### config.mk
export PLATFORM = sky130hd
export DESIGN_NAME = unidad_control
export DESIGN_NICKNAME = d
export VERILOG_FILES = /design/src/rtl/unidad_control.sv
export SDC_FILE = /design/constraint.sdc
export NUM_CORES = 1
export LEC_CHECK = 0
export ABC_AREA = 1
export BUFFER_PORTS_ARGS = -buffer_cell sky130_fd_sc_hd__buf_2
export CAP_MARGIN = 20
export CORE_UTILIZATION = 53
export DETAILED_ROUTE_END_ITERATION = 10
export PLACE_DENSITY_LB_ADDON = 0.25
export RECOVER_POWER = 25
export SYNTH_ARGS = -nofsm -noshare
export SYNTH_HDL_FRONTEND = slang
export SYNTH_SLANG_ARGS = --single-unit
export TNS_END_PERCENT = 20
### constraint.sdc
create_clock -name clk -period 3.75 [get_ports clk]
set_input_delay 0.375 -clock clk [delete_from_list [all_inputs] [get_ports clk]]
set_output_delay 0.375 -clock clk [all_outputs]
set_load 0.05 [all_outputs]
### src/rtl/unidad_control.sv
// unidad_control: fetch/exec sequencer that issues datapath control words and resolves JMP/BRC/HALT.
module unidad_control #(
    parameter int N  = 4,
    parameter int PW = 6
) (
    input  logic          clk,
    input  logic          reset,
    input  logic          run,
    input  logic [23:0]   imem_data,
    input  logic [3:0]    stateBits,
    output logic [PW-1:0] imem_addr,
    output logic [15:0]   ctrl_word,
    output logic [N-1:0]  constant_out,
    output logic          busy,
    output logic          halted
);
    typedef enum logic [1:0] {IDLE, FETCH, EXEC, HALT} state_t;
    state_t state;
    logic [23:0] ir;
    logic [PW-1:0] pc;
    logic [1:0] op;
    logic take;
    assign op           = ir[23:22];
    assign take         = op == 2'b01 || (op == 2'b10 && stateBits[ir[13:12]] == ir[14]);
    assign imem_addr    = pc;
    assign constant_out = ir[16+N-1:16];
    // ctrl_word is registered at the FETCH edge so it is live for exactly the EXEC cycle
    always_ff @(posedge clk) begin
        if (reset) begin
            state     <= IDLE;
            pc        <= '0;
            ir        <= '0;
            ctrl_word <= '0;
            busy      <= 1'b0;
            halted    <= 1'b0;
        end else begin
            case (state)
                IDLE: begin
                    state <= run ? FETCH : IDLE;
                    busy  <= run;
                end
                FETCH: begin
                    ir        <= imem_data;
                    pc        <= pc + 1'b1;
                    ctrl_word <= imem_data[23:22] == 2'b00 ? imem_data[15:0] : 16'h0000;
                    state     <= EXEC;
                end
                EXEC: begin
                    ctrl_word <= 16'h0000;
                    pc        <= take ? ir[16+PW-1:16] : pc;
                    state     <= op == 2'b11 ? HALT : FETCH;
                    busy      <= op != 2'b11;
                    halted    <= op == 2'b11;
                end
                default: state <= HALT;
            endcase
        end
    end
endmodule

==> flow_metrics.py <==
metrics = {
    "outcome": {
        "outcome": "finished clean",
    },
    "worst_setup_path": {
        "crit_path_start_kind": "flop",
        "max_stage_delay_ns": 0.59,
        "critical_path_required_ns": 3.99,
        "cp_slowest_cell": "inv_1",
        "path_common_cell": "nand2_1",
        "cp.arrival_ns": 2.35,
        "cp_max_fo": 24,
        "crit_buf_inv": 2,
        "critPathCaptureType": "flop",
        "crit_cells": 8,
        "worstSetupPathType": "reg -> reg",
        "reg2reg_depth": 8,
        "crit_family": "simple AND/OR/NAND/NOR gates",
        "crit_path_cell_trace": "inv_1 -> ha_1 -> inv_1 -> nand2_1 -> nand2_4 -> nand2_1 -> nand2_1 -> nor2_2",
        "r2r_setup_slack_ns": 1.64,
        "rr_endpoint": "imem_addr[2]",
        "r2r-start": "state[0]",
        "crit_path_end": "imem_addr[2]",
        "critPathLaunch": "state[0]",
    },
    "synthesis": {
        "netlist_instances": 224,
        "synth.cell_area_um2": 1700,
        "synthTopCellsByArea": "dfxtp_1, nand2_1, a21oi_1",
        "synth_ff_type": "dfxtp_1",
        "ys_seq_area_share_pct": 43.7,
        "ys_warn_count": 0,
        "synth_top_cell_area_share_pct": 43.7,
        "ys_ff_latch": 37,
        "yosysTopAreaCell": "dfxtp_1",
        "synth_edf_count": 0,
        "synth.distinct_cells": 22,
        "synth_fp_nets": 260,
        "syn_area_per_cell_um2": 7.57,
        "async_flop_share_pct": 0,
    },
    "place": {
        "port_buffers": 58,
        "gp_congestion": 0.841,
        "dp_hpwl_mm": 2.48,
    },
    "clock_network": {
        "clkLatencyLatePin_ns": 0.34,
        "cts_resized": 0,
        "cts_buffers": 5,
        "clockBufferDepth": 2,
        "post_cts_buffers": 0,
        "cts_tree": "yes",
        "clock-sinks": 37,
        "cts.clk_slew.worst_paths_ns": 0.11,
        "root_buffer": "clkbuf_4",
        "postCtsHoldBufs": 0,
        "h-tree-depth": 2,
    },
    "cells_and_area": {
        "post-route-util_pct": 65.2,
        "regArea_um2": 741,
        "final.fill_count": 312,
        "multiInputGateArea_um2": 801,
        "finalNetCount": 310,
        "area_growth_pct": 17.3,
        "drive_gt1_share_pct": 23.0,
        "antenna_cells": 0,
    },
    "route": {
        "drc": 0,
        "ant_nets": 0,
        "via_per_inst": 5.01,
        "drtPass1Iterations": 6,
        "post_drt_wl_per_cell_um": 11.0,
        "num_vias": 1594,
        "dr.first_iter.drc_count": 63,
        "wl_mm": 3.49,
    },
    "global_route": {
        "grt_max_degree": 25,
        "grt_usage_pct": 22.5,
        "grt_pass1_wl_mm": 5.89,
        "grt_remaining_overflow": 0,
        "grt_pass1_vias": 1391,
        "antenna_found_initial": 0,
    },
    "sta": {
        "maxSlewViolCount": 0,
        "setup_viol_count_final": 0,
        "finClkSkew_ns": 0.00654,
        "grt_setup_unrepaired": "no",
        "min_period_ns": 2.11,
        "max-slew-margin-rel_pct": 41.5,
        "fmax_mhz": 475,
        "fin_crit_sh_pct": 56.2,
        "worstMarginPinSlew_ns": 0.874,
        "tns_ns": 0,
        "finalHoldViolCount": 0,
    },
    "floorplan": {
        "die_x_um": 58.6,
        "die_height_um": 58.6,
        "num_rows": 20,
        "initial_core_util_pct": 55.6,
        "coreArea_um2": 3050,
        "dieArea_um2": 3430,
        "io_pins": 59,
    },
    "hold_path": {
        "holdCritPathClass": "in -> reg",
    },
    "power_and_ir_drop": {
        "p_leak_nw": 0.876,
        "p_per_area_nw_per_um2": 457,
        "vdd_drop_max_mv": 0.274,
    },
    "flow_run": {
        "cap_violations": 0,
    },
}
[layout by cell type, fill, tap and decap left out]
cell and n:
nand2_4 2, o21ai_0 15, xor2_1 1, ha_1 5
nand3b_1 2, nor2_1 21, nand2_2 1, clkinvlp_4 1
inv_1 16, clkbuf_8 1, clkbuf_4 5, nor2_2 5
nand3_2 4, dfxtp_1 37, a21oi_1 29, nand4_1 16
inv_2 1, nand2_1 47, clkbuf_1 15, buf_2 43
xnor2_1 1, nand3_1 6
[registers in the layout (all words and copies together), names as in the netlist]
register,cells
busy,1
state,2
imem_addr,6
ir,11
halted,1
ctrl_word,16
[worst min path at each step]
stage / start / endpoint / slack (ns) / cells after the start
final: imem_data[16] / ir[16] / 0.25 / 3
after global routing: imem_data[18] / ir[18] / 0.26 / 3
after CTS: imem_data[16] / ir[16] / 0.24 / 3
after detailed placement: ctrl_word[13] / ctrl_word[13] / 0.46 / 2
after global placement: halted / halted / 0.45 / 2
after floorplan: ir[21] / ir[21] / 0.43 / 2
[cell usage after synthesis, types with 3 or more instances]
master and number:
clkbuf_1 3, inv_1 16, nand4_1 16, o21ai_0 15, nor2_1 21, a21oi_1 29, buf_4 5, buf_2 5
nand2_1 47, nand3_2 4, ha_1 5, dfxtp_1 37, nor2_2 5, nand3_1 6
[through the flow]
step | instance area (um2) | worst slack (ns) | instances | hold WS, ns | power (mW)
after global routing | 1990 | 1.44 | 318 | 0.262 | 0.964
after global placement | 1950 | 1.77 | 311 | 0.452 | 0.702
after detailed placement | 1950 | 1.68 | 311 | 0.457 | 0.704
after floorplan | 1700 | 2.20 | 224 | 0.433 | 0.653
after CTS | 2010 | 1.68 | 318 | 0.237 | 0.916
final | 1990 | 1.64 | 318 | 0.251 | 0.910
[routing by layer]
layer	share of wire [%]	vias to the layer above	global-route usage, %
met4	1.5	0	8.84
met3	5.7	6	6.81
met1	48	703	28.1
met2	45	48	36.6
li1	-	837	-
met5	0	-	0
[cell families (layout without fill, tap and decap cells)]
| kind of cell | Yosys count | count (layout) | share of synthesized area (%) |
|---|---|---|---|
| AND/OR/NAND/NOR | 104 | 104 | 29.5 |
| XOR/XNOR | 2 | 2 | 1.03 |
| buffers and inverters | 32 | 82 | 9.14 |
| flip-flops | 37 | 37 | 43.7 |
| AO/OA/AOI/OAI | 44 | 44 | 13.0 |
| adder cells (fa/ha/maj) | 5 | 5 | 3.69 |
[worst register-to-register path: cells and delay by family, from the launching register on]
family,cells,cell delay [ns]
and+or+nand+nor,5,0.68
buffers and inverters,2,0.66
DFF,1,0.37
adders and majority gates,1,0.31
[cell type report]
| cell class | instances | area share (%) |
|---|---|---|
| clock buffer | 6 | 2.58 |
| clock inverter | 1 | 0.377 |
| inverter | 17 | 3.21 |
| multi-input combinational | 155 | 40.2 |
| sequential | 37 | 37.2 |
| tap | 44 | 2.77 |
| timing repair buffer | 58 | 13.6 |
[where the power goes]
group	total, mW	internal, mW	switching [mW]
logic	0.247	0.0683	0.179
clock network	0.216	0.0878	0.128
registers	0.447	0.423	0.0231
total	0.910	0.580	0.330
(Power assumes the default switching activity.)
